### src/rtl/rf_dump_pkg.sv
// rf_dump_pkg: shared types and constants for the register file dump reader.
//   rf_dump_state_e : dump controller states
//   RF_READ_LAT     : register file debug read latency in cycles (1..4)
//   rf_dump_beat_t  : one (index, value) beat. The fields are wide enough for
//                     any AW <= 16 and XLEN <= 64, so monitors can log beats
//                     from any configuration.
package rf_dump_pkg;

    typedef enum logic [2:0] {
        IDLE,
        HALT,
        ADDR,
        WAIT,
        SEND,
        DONE
    } rf_dump_state_e;

    localparam int RF_READ_LAT = 1;

    typedef struct packed {
        logic [15:0] idx;
        logic [63:0] data;
    } rf_dump_beat_t;

endpackage

### src/rtl/rf_dump_out_reg.sv
// rf_dump_out_reg: valid/ready output holding register for one dump beat.
//   clk, rst   : clock, asynchronous active-low reset
//   load       : capture load_idx/load_data and raise valid
//   clear      : drop valid and zero the held beat (has priority over load)
//   load_idx   : index to capture
//   load_data  : value to capture
//   ready      : consumer accepts the beat; valid falls after valid && ready
//   valid      : beat valid
//   idx, data  : held beat, stable while valid is high and not yet accepted
module rf_dump_out_reg #(
    parameter int XLEN = 32,
    parameter int AW   = 5
) (
    input  logic            clk,
    input  logic            rst,
    input  logic            load,
    input  logic            clear,
    input  logic [AW-1:0]   load_idx,
    input  logic [XLEN-1:0] load_data,
    input  logic            ready,
    output logic            valid,
    output logic [AW-1:0]   idx,
    output logic [XLEN-1:0] data
);

    logic            valid_reg, valid_next;
    logic [AW-1:0]   idx_reg, idx_next;
    logic [XLEN-1:0] data_reg, data_next;

    always_comb begin
        valid_next = valid_reg;
        idx_next   = idx_reg;
        if (clear) begin
            valid_next = 1'b0;
            idx_next   = '0;
        end else if (load) begin
            valid_next = 1'b1;
            idx_next   = load_idx;
        end else if (valid_reg && ready) begin
            valid_next = 1'b0;
        end
    end

    // Data only changes on load or clear; acceptance leaves the value in place.
    genvar gi;
    generate
        for (gi = 0; gi < XLEN; gi++) begin : g_data
            assign data_next[gi] = clear ? 1'b0 : (load ? load_data[gi] : data_reg[gi]);
        end
    endgenerate

    always_ff @(posedge clk or negedge rst) begin
        if (!rst) begin
            valid_reg <= 1'b0;
            idx_reg   <= '0;
            data_reg  <= '0;
        end else begin
            valid_reg <= valid_next;
            idx_reg   <= idx_next;
            data_reg  <= data_next;
        end
    end

    assign valid = valid_reg;
    assign idx   = idx_reg;
    assign data  = data_reg;

endmodule

### src/rtl/rf_dump_reader.sv
// rf_dump_reader: debug reader that freezes the core and streams register
// file contents [START_IDX..END_IDX] as (index, value) beats over valid/ready.
//   clk, rst      : clock, asynchronous active-low reset
//   en_i          : external run enable for the core
//   start_i       : dump request, only looked at while idle
//   core_en_o     : en_i gated off while a dump is in progress (and in reset)
//   rf_addr_o     : register file debug read index
//   rf_data_i     : register file read data, RF_READ_LAT cycles after rf_addr_o
//   dump_valid_o  : beat valid, independent of dump_ready_i
//   dump_ready_i  : consumer accepts beat
//   dump_idx_o    : index of current beat
//   dump_data_o   : value of current beat
//   busy_o        : dump in progress (HALT through DONE)
//   done_o        : one-cycle pulse after the last beat is accepted
//   csum_o        : only with RF_DUMP_CSUM_EN defined; running XOR of all
//                   accepted beat values of the current/last dump
module rf_dump_reader
    import rf_dump_pkg::*;
#(
    parameter int XLEN      = 32,
    parameter int AW        = 5,
    parameter int START_IDX = 1,
    parameter int END_IDX   = 31
) (
    input  logic            clk,
    input  logic            rst,
    input  logic            en_i,
    input  logic            start_i,
    output logic            core_en_o,
    output logic [AW-1:0]   rf_addr_o,
    input  logic [XLEN-1:0] rf_data_i,
    output logic            dump_valid_o,
    input  logic            dump_ready_i,
    output logic [AW-1:0]   dump_idx_o,
    output logic [XLEN-1:0] dump_data_o,
    output logic            busy_o,
    output logic            done_o
`ifdef RF_DUMP_CSUM_EN
    ,
    output logic [XLEN-1:0] csum_o
`endif
);

    localparam logic [AW-1:0] FIRST_IDX = AW'(START_IDX);
    localparam logic [AW-1:0] LAST_IDX  = AW'(END_IDX);
    localparam logic [1:0]    LAT_INIT  = 2'(RF_READ_LAT - 1);

    rf_dump_state_e  state_reg, state_next;
    logic [AW-1:0]   idx_reg, idx_next;
    logic [AW-1:0]   rf_addr_reg, rf_addr_next;
    logic [1:0]      lat_reg, lat_next;
    logic            load, clear;
    logic            accept;

    assign accept = (state_reg == SEND) && dump_valid_o && dump_ready_i;

    always_comb begin
        state_next   = state_reg;
        idx_next     = idx_reg;
        rf_addr_next = rf_addr_reg;
        lat_next     = lat_reg;
        load         = 1'b0;
        clear        = 1'b0;
        case (state_reg)
            IDLE: begin
                if (start_i) begin
                    state_next = HALT;
                end
            end
            HALT: begin
                // Core is already gated; this cycle lets the last write-back land.
                rf_addr_next = idx_reg;
                state_next   = ADDR;
            end
            ADDR: begin
                lat_next   = LAT_INIT;
                state_next = WAIT;
            end
            WAIT: begin
                if (lat_reg == 2'd0) begin
                    load       = 1'b1;
                    state_next = SEND;
                end else begin
                    lat_next = lat_reg - 2'd1;
                end
            end
            SEND: begin
                if (accept) begin
                    // Compare before incrementing so END_IDX = 2**AW-1 never wraps.
                    if (idx_reg == LAST_IDX) begin
                        state_next = DONE;
                    end else begin
                        idx_next     = idx_reg + AW'(1);
                        rf_addr_next = idx_reg + AW'(1);
                        state_next   = ADDR;
                    end
                end
            end
            DONE: begin
                clear      = 1'b1;
                idx_next   = FIRST_IDX;
                state_next = IDLE;
            end
            default: begin
                state_next = IDLE;
            end
        endcase
    end

    always_ff @(posedge clk or negedge rst) begin
        if (!rst) begin
            state_reg   <= IDLE;
            idx_reg     <= FIRST_IDX;
            rf_addr_reg <= '0;
            lat_reg     <= 2'd0;
        end else begin
            state_reg   <= state_next;
            idx_reg     <= idx_next;
            rf_addr_reg <= rf_addr_next;
            lat_reg     <= lat_next;
        end
    end

    rf_dump_out_reg #(
        .XLEN (XLEN),
        .AW   (AW)
    ) u_out_reg (
        .clk       (clk),
        .rst       (rst),
        .load      (load),
        .clear     (clear),
        .load_idx  (idx_reg),
        .load_data (rf_data_i),
        .ready     (dump_ready_i),
        .valid     (dump_valid_o),
        .idx       (dump_idx_o),
        .data      (dump_data_o)
    );

    assign rf_addr_o = rf_addr_reg;
    assign busy_o    = (state_reg != IDLE);
    assign done_o    = (state_reg == DONE);
    // rst term forces the core off for the whole time reset is held.
    assign core_en_o = rst && en_i && !busy_o;

`ifdef RF_DUMP_CSUM_EN
    logic [XLEN-1:0] csum_reg;

    always_ff @(posedge clk or negedge rst) begin
        if (!rst) begin
            csum_reg <= '0;
        end else if ((state_reg == IDLE) && start_i) begin
            csum_reg <= '0;
        end else if (accept) begin
            csum_reg <= csum_reg ^ dump_data_o;
        end
    end

    assign csum_o = csum_reg;
`endif

endmodule

### config.mk
export PLATFORM = sky130hd
export DESIGN_NAME = rf_dump_reader
export DESIGN_NICKNAME = d
export VERILOG_FILES = /design/src/rtl/rf_dump_pkg.sv /design/src/rtl/rf_dump_out_reg.sv /design/src/rtl/rf_dump_reader.sv
export SDC_FILE = /design/constraint.sdc
export NUM_CORES = 1
export LEC_CHECK = 0
export BUFFER_PORTS_ARGS = -buffer_cell sky130_fd_sc_hd__buf_4
export CORE_ASPECT_RATIO = 0.75
export CORE_MARGIN = 4
export CORE_UTILIZATION = 54
export DETAILED_ROUTE_END_ITERATION = 16
export GPL_TIMING_DRIVEN = 0
export PLACE_DENSITY = 0.95
export SLEW_MARGIN = 20
export SYNTH_ARGS = -nofsm -noshare
export SYNTH_HDL_FRONTEND = slang
export SYNTH_HIERARCHICAL = 1
export SYNTH_SLANG_ARGS = --single-unit
### constraint.sdc
create_clock -name clk -period 5 [get_ports clk]
set_input_delay 0.25 -clock clk [delete_from_list [all_inputs] [get_ports clk]]
set_output_delay 0.25 -clock clk [all_outputs]
set_load 0.005 [all_outputs]
* Yosys cells after proc, flatten, opt, wreduce, memory -nomap -nowiden
Cells that the tools add are included.
** Storage, ports and cells
- Flip-flop bits (word level) :: 53
- Latch bits :: 0
- Bits in writable memories :: 0
- ROM bits :: 0
- Input port bits :: 37
- Output and inout port bits :: 46
- Word-level logic and storage cells :: 121
- Memories :: 0
** Cells by class
- $add $sub $neg :: 2
- Multiply operators :: 0
- Div/mod/pow operators :: 0
- Magnitude comparators :: 0
- Eq/ne operators :: 11
- Shift-type cells :: 0
- Multiplexer cells :: 83
- Bitwise logic cells :: 0
- Reductions and logical operators :: 18
** Operators by type and width (count)
- $mux W1 :: 70
- $mux W5 :: 4
- $pmux W5 S2 :: 2
- $pmux W3 S5 :: 1
- $mux W3 :: 4
- $ne A2 B2 Y1 const B :: 5
- $reduce_and A3 Y1 :: 3
- $reduce_bool A2 Y1 :: 4
- $eq A3 B2 Y1 const B :: 2
- $eq A3 B3 Y1 const B :: 2
- $reduce_bool A3 Y1 :: 2
- $add A5 B1 Y5 const B :: 1
- $eq A5 B5 Y1 const B :: 1
- $logic_and A1 B1 Y1 :: 5
- $pmux W2 S2 :: 1
- $eq A3 B1 Y1 const B :: 1
- $logic_not A3 Y1 :: 1
- $logic_not A2 Y1 :: 1
- $mux W2 :: 1
- $reduce_and A2 Y1 :: 1
- $sub A2 B1 Y2 const B :: 1
- $logic_not A1 Y1 :: 1

* Longest topological paths before layout
Gate-level depths: netlist of the first run.
- Depth after elaboration :: 5
- Gate-level depth with buffers :: 8
- Mapped depth without buffers :: 7

* Cells and area by module
Netlist of the first run, hierarchy kept.
** By module, submodules not included
- rf_dump_out_reg :: instances 1, cells an instance 123, area an instance 1551.5 sq um, sequential area each 950.9 sq um
- rf_dump_reader :: instances 1, cells an instance 82, area an instance 938.4 sq um, sequential area each 376.6 sq um

* Worst setup path before layout of the first run
OpenSTA, ideal clock, no wires.
- Path type :: flip-flop to flip-flop
- Start :: register idx_reg[1]
- End :: register rf_addr_reg[0], in the netlist rf_addr_o[0]
- Library setup time :: 125 ps
- Arrival time :: 1914 ps
- Required time :: 4875 ps
- Setup slack :: 2961 ps
- Stages on the path, launching flop included :: 8
- Path buffers :: 0
- Period minus slack after synthesis :: 2039 ps
- Cells stage by stage :: dfrtp_1 -> ha_1 -> and3_1 -> ha_1 -> and3b_2 -> nand3b_2 -> a21oi_4 -> mux2_4
** On the way
- Cells in the longest elaborated chain, start to end :: 3
** Ends and longest elaborated chain
- start: declaration :: line rf_dump_reader.sv:49 : logic [AW-1:0] idx_reg, idx_next;
- start signal: assignment :: line rf_dump_reader.sv:118 : idx_reg <= idx_next;
- $eq A5 B5 Y1 :: line rf_dump_reader.sv:90 : if (idx_reg == LAST_IDX) begin
- $ne A2 B2 Y1 (no line)
- $reduce_and A3 Y1 (no line)
- end signal: assignment :: line rf_dump_reader.sv:119 : rf_addr_reg <= rf_addr_next;
- end: declaration :: line rf_dump_reader.sv:50 : logic [AW-1:0] rf_addr_reg, rf_addr_next;
Every way passes these cells.
A chain may end at the register's enable or synchronous reset.

* Worst setup path in the final report of the first run
Ends and elaborated chain as after synthesis.

==> summary by stage, run 1 <==
Worst hold path
The path with the worst hold slack has its endpoint at u_out_reg/data[17]. The worst hold path passes through 3 cells. The startpoint of the tightest hold check path is rf_data_i[17]. The class of the worst hold path is input pin to flip-flop.

GRT
Entering global routing, the biggest net connects 55 pins. After global routing the overflow that remains totals 0. The global-route usage over all layers is 0.198. The number of global-route vias before repair is 1948. The first global-routing pass estimated 8980 um of wire. The initial antenna violation count is 0.

Placement
In this run the tool buffered the top-level ports with 82 buffer cells. The cell count after placement is between 300 and 400. Summed over all nets, the half-perimeter wirelength after detailed placement is 3960 um. The routability congestion estimate from global placement is 0.821.

Yosys
The number of nets handed over by synthesis was 245. The synthesized design contains 0 enable-type register cells. The number of distinct standard cells referenced by the synthesized netlist is 39. Dividing the synthesized area by the synthesized cell count gives 12.1 um^2. The mapped cell area is between 2000 and 2500 um^2.

Of the post-synthesis cell area, the dominant cell type holds 0.523. sky130_fd_sc_hd__dfrtp_1 takes more of the synthesized area than any other cell. The synthesized netlist cell count is between 200 and 250. The share of synthesized registers carrying an async set or reset is 1.00.

In the post-synthesis netlist, the biggest area contributors are sky130_fd_sc_hd__dfrtp_1, sky130_fd_sc_hd__mux2i_1, sky130_fd_sc_hd__nor2_1. The share of synthesized area occupied by flip-flops and latches is 0.533. The leading register cell type out of synthesis is sky130_fd_sc_hd__dfrtp_1. Counting flops and latches in the post-synthesis netlist gives 53.

Yosys printed 6 warnings.

Timing
Setup repair after global routing left no endpoint under its margin. For this run, the top clock speed supported by timing is between 0.4 and 0.5 GHz. The setup TNS is 0 ns.

The clock period could shrink to around 2.2 ns. For the pin with the worst max-slew slack, the measured transition is about 0.66 ns. Between clock sinks in the finished design, the worst skew comes to 0.00375 ns. Headroom to the max-slew limit came out at 0.561. Of the available clock period, the critical path in the final layout requires 0.448. Setup violations remaining at the end of the flow were counted as 0.

The number of hold-slack violations in the final timing report came to 0. The number of max-slew violations in the final report came to 0.

Setup path
The worst register-to-register path has a depth of 7. The category of the critical setup timing path is flip-flop to flip-flop. The critical path goes through ha_1, and3_1, ha_1, and3b_2, nand3b_2, a21oi_4, mux2_4. Data on the critical path arrives at its endpoint at 2.43 ns.

The peak fanout along the critical path is 6. The capturing element type of the critical path is a flip-flop. Across all register-to-register paths, the minimum setup slack is 2.76 ns. The kind of start point of the critical path is a flip-flop. In this run the critical register-to-register path is captured at rf_addr_o[0]. On the worst path, the slowest cell contributes a delay of 0.48 ns. The required time reported for the critical path endpoint is 5.19 ns. The startpoint identified for the worst register-to-register timing path is idx_reg[1].

The largest individual stage delay along the critical path comes from the cell sky130_fd_sc_hd__dfrtp_1. The cell repeated most along the worst path is sky130_fd_sc_hd__ha_1.

Final layout
Compared with the post-synthesis result, the final layout area differs by 32.7%. The number of inserted diodes is 0. The count of nets after finishing is 335. The finished layout holds 353 standard cells, fillers aside. The register with the most flip-flops in the layout has 32 of them. The fill cell total of the finished layout is 340. In the final layout, the share of cells above drive strength 1 is 0.382.

Outcome
The flow ran to the end, and the final reports show no timing, DRC or antenna violations.

Power and ir drop
The share of total power dissipated in sequential elements is 0.396. The switching share of power is 0.343. The portion of total power attributed to the clock network is 0.155. The combinational share of power is 0.450. The net switching power is 0.000661 W. Power spread over the standard cell area amounts to 583 nW/um^2. The analysis attributes to cell leakage a power of 1.62 nW. The maximum vdd drop is 0.313 mV.

The total internal power is 0.00126 W.

Drt
The total iterations of the first detailed-routing run is 4. The detailed-route wire length is about 5400 um. Dividing the detail-routed via count by the number of cells gives 5.13. In the routed design, unresolved DRC markers number 0.

Summing over every cut layer, the via total after detailed routing is 1812. The first routing iteration left between 100 and 150 violations. In the final routed layout, each cell accounts on average for 15.3 um. The count of nets left with antenna violations after detail routing is 0.

Clock network
CTS placed an instance of sky130_fd_sc_hd__clkbuf_8 at the clock tree root. Clock-pin slew was measured on the worst setup and hold paths at about 0.09 ns. For this design, the sink count on the clock tree is 53. The number of buffers on the longest clock path is 2. After clock tree synthesis, the repair step resized 0 gates. The number of buffers added by the clock tree synthesis step is 5. The total number of H-tree levels is 2.

The clock latency on the worst-skew pair is about 0.3 ns. The clock tree from TritonCTS is done.

Floorplanning
The row count is 21. The placeable core region is around 4500 um^2. From bottom edge to top edge, the die measures around 67 um.

The width of the die is ~86 um. The die area is 5770 um^2. The effective utilization at floorplan is 0.557.

For this design the top-level I/O count stands at 83.

Job
The number of max-capacitance violations reported is 0.
worst max-delay path by stage:
stage	startpoint	end	slack [ns]	cells after the start
after floorplan	idx_reg[1]	rf_addr_o[0]	2.96	7
after global placement	idx_reg[1]	rf_addr_o[3]	2.86	7
after detailed placement	idx_reg[1]	rf_addr_o[0]	2.80	7
after CTS	idx_reg[1]	rf_addr_o[0]	2.78	7
after global routing	idx_reg[1]	rf_addr_o[1]	2.69	7
final	idx_reg[1]	rf_addr_o[0]	2.76	7
repair_timing:
| action | 4_1_cts | 5_1_grt |
|---|---|---|
| endpoints found under the hold margin | 8 | 0 |
| hold buffers | 1 | 0 |
| setup buffers | 0 | 0 |
| endpoints found under the setup margin | 0 | 0 |
per-stage QoR:
stage / power [W] / setup slack [ns] / hold slack [ns] / utilization / instance area [um^2]
after floorplan: 0.00124 / 2.96 / -0.0456 / - / 2490
after global placement: 0.00159 / 2.86 / 0.323 / 0.711 / 3180
after detailed placement: 0.00164 / 2.80 / 0.326 / 0.711 / 3180
after CTS: 0.00194 / 2.78 / 0.189 / 0.739 / 3300
after global routing: 0.00206 / 2.69 / 0.192 / 0.739 / 3300
final: 0.00192 / 2.76 / 0.189 / 0.739 / 3300
power by group through the flow:
stage	Sequential [W]	Clock, W	Combinational (W)
after floorplan	0.000754	0	0.000487
after global placement	0.000756	0	0.000838
after detailed placement	0.000762	0	0.000876
after CTS	0.000760	0.000303	0.000878
after global routing	0.000784	0.000320	0.000959
final	0.000762	0.000298	0.000865
cell usage in the layout, fill, tap and decap left out, types with 2 or more instances in the layout:
| cell | synthesis | routed |
|---|---|---|
| sky130_fd_sc_hd__dfrtp_1 | 52 | 52 |
| sky130_fd_sc_hd__a22oi_1 | 2 | 2 |
| sky130_fd_sc_hd__mux2i_1 | 38 | 38 |
| sky130_fd_sc_hd__o31ai_1 | 2 | 2 |
| sky130_fd_sc_hd__buf_12 | 2 | 2 |
| sky130_fd_sc_hd__ha_1 | 3 | 3 |
| sky130_fd_sc_hd__xnor2_1 | 2 | 2 |
| sky130_fd_sc_hd__o21ai_0 | 5 | 5 |
| sky130_fd_sc_hd__buf_4 | 2 | 84 |
| sky130_fd_sc_hd__inv_1 | 2 | 2 |
| sky130_fd_sc_hd__buf_6 | 2 | 2 |
| sky130_fd_sc_hd__mux2_1 | 2 | 2 |
| sky130_fd_sc_hd__a21o_1 | 2 | 2 |
| sky130_fd_sc_hd__buf_2 | 3 | 3 |
| sky130_fd_sc_hd__mux2_4 | 5 | 5 |
| sky130_fd_sc_hd__a21oi_1 | 4 | 4 |
| sky130_fd_sc_hd__nor2b_1 | 2 | 2 |
| sky130_fd_sc_hd__clkbuf_8 | 0 | 6 |
| sky130_fd_sc_hd__nor3_1 | 2 | 2 |
| sky130_fd_sc_hd__nand2b_1 | 4 | 4 |
| sky130_fd_sc_hd__a22o_1 | 2 | 2 |
| sky130_fd_sc_hd__xor2_1 | 2 | 2 |
| sky130_fd_sc_hd__nand2_1 | 7 | 7 |
| sky130_fd_sc_hd__nor2_1 | 41 | 41 |
| sky130_fd_sc_hd__clkbuf_1 | 2 | 3 |
worst max-delay path, delay by kind of cell, from the launching register on:
family	cells	cell delay [ns]
AO/OA/AOI/OAI	1	0.27
multiplexers	1	0.33
adder cells (fa/ha/maj)	2	0.45
flip-flops	1	0.48
AND/OR/NAND/NOR	3	0.59
final cells by class:
| class | count | area, um^2 | share of cell area |
|---|---|---|---|
| plain buffers | 11 | 100 | 0.0303 |
| clock buffers | 7 | 86.3 | 0.0261 |
| clock inverters | 1 | 30.0 | 0.00909 |
| inverters | 3 | 11.3 | 0.00341 |
| multi-input cells | 138 | 1050 | 0.318 |
| flip-flops and latches | 53 | 1330 | 0.402 |
| well taps | 57 | 71.3 | 0.0216 |
| repair buffers | 83 | 626 | 0.189 |
kinds of logic after synthesis:
| kind of cell | after synthesis | share of synthesized area |
|---|---|---|
| flip-flops | 53 | 0.533 |
| multiplexers | 45 | 0.192 |
| buffers and inverters | 14 | 0.0447 |
| XOR/XNOR | 4 | 0.0141 |
| AO/OA/AOI/OAI | 20 | 0.0643 |
| AND/OR/NAND/NOR | 66 | 0.137 |
| adder cells (fa/ha/maj) | 3 | 0.0151 |
cell usage after synthesis, drive strengths merged (3+ instances only):
cell type,instances
inv,3
o21ai,5
mux2,7
nand2,7
nor2,42
a21oi,5
nand2b,4
buf,9
ha,3
dfrtp,52
mux2i,38
routing by layer:
layer,up-vias,wire length (um),global-route usage
met1,865,2370,0.260
met3,4,424,0.0606
met2,60,2560,0.322
met5,-,0,0
met4,0,34,0.0467
li1,883,-,-
Note: power is estimated with default switching activity, not from simulation.
==> run 2: changes to the inputs <==
--- a/config.mk
+++ b/config.mk
@@ -5,13 +5,14 @@
 export SDC_FILE = /design/constraint.sdc
 export NUM_CORES = 1
 export LEC_CHECK = 0
+export ABC_AREA = 1
 export BUFFER_PORTS_ARGS = -buffer_cell sky130_fd_sc_hd__buf_4
 export CORE_ASPECT_RATIO = 0.75
 export CORE_MARGIN = 4
-export CORE_UTILIZATION = 54
+export CORE_UTILIZATION = 50
 export DETAILED_ROUTE_END_ITERATION = 16
 export GPL_TIMING_DRIVEN = 0
-export PLACE_DENSITY = 0.95
+export PLACE_DENSITY = 0.89
 export SLEW_MARGIN = 20
 export SYNTH_ARGS = -nofsm -noshare
 export SYNTH_HDL_FRONTEND = slang
==> constraint.sdc (replaced) <==
create_clock -name clk -period 2.11 [get_ports clk]
set_input_delay 0.1055 -clock clk [delete_from_list [all_inputs] [get_ports clk]]
set_output_delay 0.1055 -clock clk [all_outputs]
set_load 0.005 [all_outputs]
==> summary by stage, run 2 <==
Yosys
The share of synthesized area occupied by flip-flops and latches is 0.534. Summed over all instances, the cell type with the most area after synthesis is sky130_fd_sc_hd__dfrtp_1. During synthesis, Yosys emitted a total of 6 warnings. Ranked by total cell area, the synthesized netlist is headed by sky130_fd_sc_hd__dfrtp_1, sky130_fd_sc_hd__nand2_1, sky130_fd_sc_hd__nand3_1. Synthesis produced between 200 and 300 cells. The leading register cell type out of synthesis is sky130_fd_sc_hd__dfrtp_1.

In this run the mean area of a mapped cell was 8.67 um^2. The number of distinct standard cells referenced by the synthesized netlist is 22. Of all flip-flops after synthesis, the portion carrying an async set or reset was 1.00. In this run the cell area of the synthesized design comes to 2490 um^2. By instance count, the leading cell after synthesis is sky130_fd_sc_hd__nand2_1. The count of flip-flops with a built-in enable after synthesis is 0.

The commonest cells after synthesis are sky130_fd_sc_hd__nand2_1, sky130_fd_sc_hd__dfrtp_1, sky130_fd_sc_hd__nand3_1. Of the post-synthesis cell area, the dominant cell type holds 0.523. The number of storage elements in the synthesis netlist is 53. The total nets after synthesis is 327.

Placement
In this run the cell area measured after placement is ~3200 um^2. The routability congestion estimate from global placement is 0.846. The half-perimeter wire length after detailed placement is 4340 um. Input and output buffers added on the ports amount to 82.

GRT
The number of global-route vias before repair is approximately 2100. The global-route usage over all layers is 0.193. The wire length of the first global-routing pass is between 9000 and 10000 um. Global routing finished with a remaining overflow of 0. The initial antenna violation count is 0. Entering global routing, the biggest net connects 55 pins.

Worst hold path
The class of the worst hold path is input pin to flip-flop. In this run the most critical hold path is launched from rf_data_i[0].

Power and ir drop
The maximum vdd drop is 0.805 mV. The total power density per cell area is between 1000 and 1500 nW/um^2. For this design the static power due to leakage is 1.88 nW.

Final layout
The number of flip-flops under the largest register name is 32. In the layout the commonest cells are sky130_fd_sc_hd__nand2_1, sky130_fd_sc_hd__buf_4, sky130_fd_sc_hd__dfrtp_1. The ratio of cells with drive above 1 in the final layout is 0.317. The number of antenna diodes in the final layout is 0.

The final layout contains 417 nets. For this run, the share of the core covered by cells in the final layout is 0.713. The area of all placed cells without fillers is 3300 um^2.

The commonest non-fill, non-tap cell in the layout is sky130_fd_sc_hd__nand2_1. From synthesis to final layout, the design area changed by 32.6%. The fill cell total of the finished layout is 368.

Setup path
Counting cells, the worst reg-to-reg path comes to 9. STA classifies the critical path endpoint as a flip-flop. The kind of start point of the critical path is a flip-flop. The most critical setup path has its endpoint at rf_addr_o[3]. In this run the worst path has a maximum fanout of 7.

The data arrival at the endpoint of the critical path is 2.02 ns. The worst setup slack for register-to-register paths is 0.30 ns. The most critical setup path has its startpoint at idx_reg[0].

For the worst setup path, the data required time is 2.31 ns. The critical register-to-register path startpoint is idx_reg[0]. The critical path in this run is classified as flip-flop to flip-flop.

The reg-to-reg critical path endpoint is rf_addr_o[3].

Outcome
The run finished with clean final reports.

Timing
The clock arrives with 0.00954 ns of skew. The setup TNS is 0 ns. Setup repair after global routing left no endpoint under its margin. The headroom to the max-slew limit is 0.556. The number of hold-slack violations in the final timing report is 0. The highest achievable clock rate is roughly 0.55 GHz. For the pin with the worst max-slew slack, the measured transition is 0.666 ns.

The number of max-slew violations in the final report is 0. The time the final worst path needs with I/O delays and setup is 1.81 ns. Dividing the final minimum period by the clock period gives 0.859. The final-report setup violation count is 0.

Floorplanning
The row count is 21. The die is 69.1 um tall. The width of the die is 89.4 um.

The number of top-level pins is 83. The die area is 6180 um^2. The initial utilization of the core area, before any placement, comes to 0.538. The core region is between 4000 and 5000 um^2.

Drt
The total iterations of the first detailed-routing run is 5. Dividing the detail-routed wire length by the instance count gives 13.4 um. The detail-routed via count per cell is 5.16. The count of nets left with antenna violations after detail routing is 0. The detailed-route wire length is approximately 5800 um.

The routed layout has 2246 vias. The post-detailed-route DRC marker count is 0. The initial detailed-routing violation count is ~130.

Clock network
The number of buffers added by the clock tree synthesis step is 5. The number of hold buffers added after CTS was 1. The CTS sink count is 53.

TritonCTS built the clock tree. In this run the post-CTS setup repair buffer count came out at 0. No sink is reached through more buffers than the 2 on the longest clock path. The root buffer cell chosen for the clock tree is sky130_fd_sc_hd__clkbuf_8. The number of gates resized after cts is 0. The total number of H-tree levels is 2. The clock transition at the registers of the reported paths is 0.10 ns.

The clock latency on the worst-skew pair is 0.31 ns.

Job
Across the run, the number of max-cap violations was 0.
run 2: changes by cell type in the layout (fill, tap and decap cells not counted), sizes merged, moves of 4 or more:
cell,previous run,this run
nor2,42,13
mux2i,38,0
mux2,7,0
clkbuf,9,5
nand3,0,50
inv,3,11
a21oi,5,0
nand2b,4,0
nand2,7,136
run 2: stage by stage:
| stage | total power [W] | cells | hold slack (ns) | worst slack [ns] |
|---|---|---|---|---|
| 2_1_floorplan | 0.00274 | 287 | -0.190 | 0.470 |
| 3_3_place_gp | 0.00353 | 426 | 0.183 | 0.363 |
| 3_5_place_dp | 0.00362 | 426 | 0.187 | 0.326 |
| 4_1_cts | 0.00431 | 435 | 0.0149 | 0.293 |
| 5_1_grt | 0.00463 | 435 | 0.0232 | 0.146 |
| 6_report | 0.00427 | 435 | 0.0230 | 0.297 |
run 2: layout make-up:
cell class                      count  area, um^2  area share
Sequential cell                    53        1330       0.402
Multi-Input combinational cell    212        1010       0.305
Timing Repair Buffer               83         626       0.190
Buffer                             11         111      0.0338
Tap cell                           57        71.3      0.0216
Clock buffer                        5        68.8      0.0209
Clock inverter                      3        46.3      0.0140
Inverter                           11        41.3      0.0125
run 2: worst min path at each step:
| stage | depth (start not counted) | slack, ns | end |
|---|---|---|---|
| 6_report | 3 | 0.02 | u_out_reg/data[0] |
| 2_1_floorplan | 0 | -0.19 | idx_reg[1] |
| 4_1_cts | 3 | 0.01 | u_out_reg/data[0] |
| 3_3_place_gp | 1 | 0.18 | u_out_reg/data[12] |
| 5_1_grt | 3 | 0.02 | u_out_reg/data[30] |
| 3_5_place_dp | 1 | 0.19 | u_out_reg/data[12] |
run 2: logic make-up after synthesis:
| group | share of synthesized area |
|---|---|
| XOR/XNOR | 0.00704 |
| AO/OA/AOI/OAI | 0.0146 |
| flip-flops | 0.534 |
| AND/OR/NAND/NOR | 0.368 |
| buffers and inverters | 0.0614 |
| adder cells (fa/ha/maj) | 0.0151 |
run 2: report_power, final:
| part | leakage [nW] | switching, W | internal (W) |
|---|---|---|---|
| clock network | 0.0543 | 0.000336 | 0.000355 |
| registers | 0.685 | 0.000290 | 0.00141 |
| logic | 1.14 | 0.000967 | 0.000914 |
run 2: routing by layer:
layer / track usage / wire [um] / up-vias
met3: 0.0512 / 600 / 4
met2: 0.301 / 2720 / 95
met4: 0.0446 / 28 / 0
li1: - / - / 1094
met1: 0.269 / 2470 / 1053
met5: 0 / 0 / -
run 2: critical path, cell delays in order (launching register included):
cell                      delay [ns]
sky130_fd_sc_hd__dfstp_2        0.62
sky130_fd_sc_hd__ha_1           0.20
sky130_fd_sc_hd__nand2_1        0.06
sky130_fd_sc_hd__nor2_1         0.10
sky130_fd_sc_hd__ha_1           0.25
sky130_fd_sc_hd__nand3_1        0.16
sky130_fd_sc_hd__nand2_2        0.17
sky130_fd_sc_hd__nor2_8         0.05
sky130_fd_sc_hd__nand2_1        0.06
sky130_fd_sc_hd__nand2_1        0.05
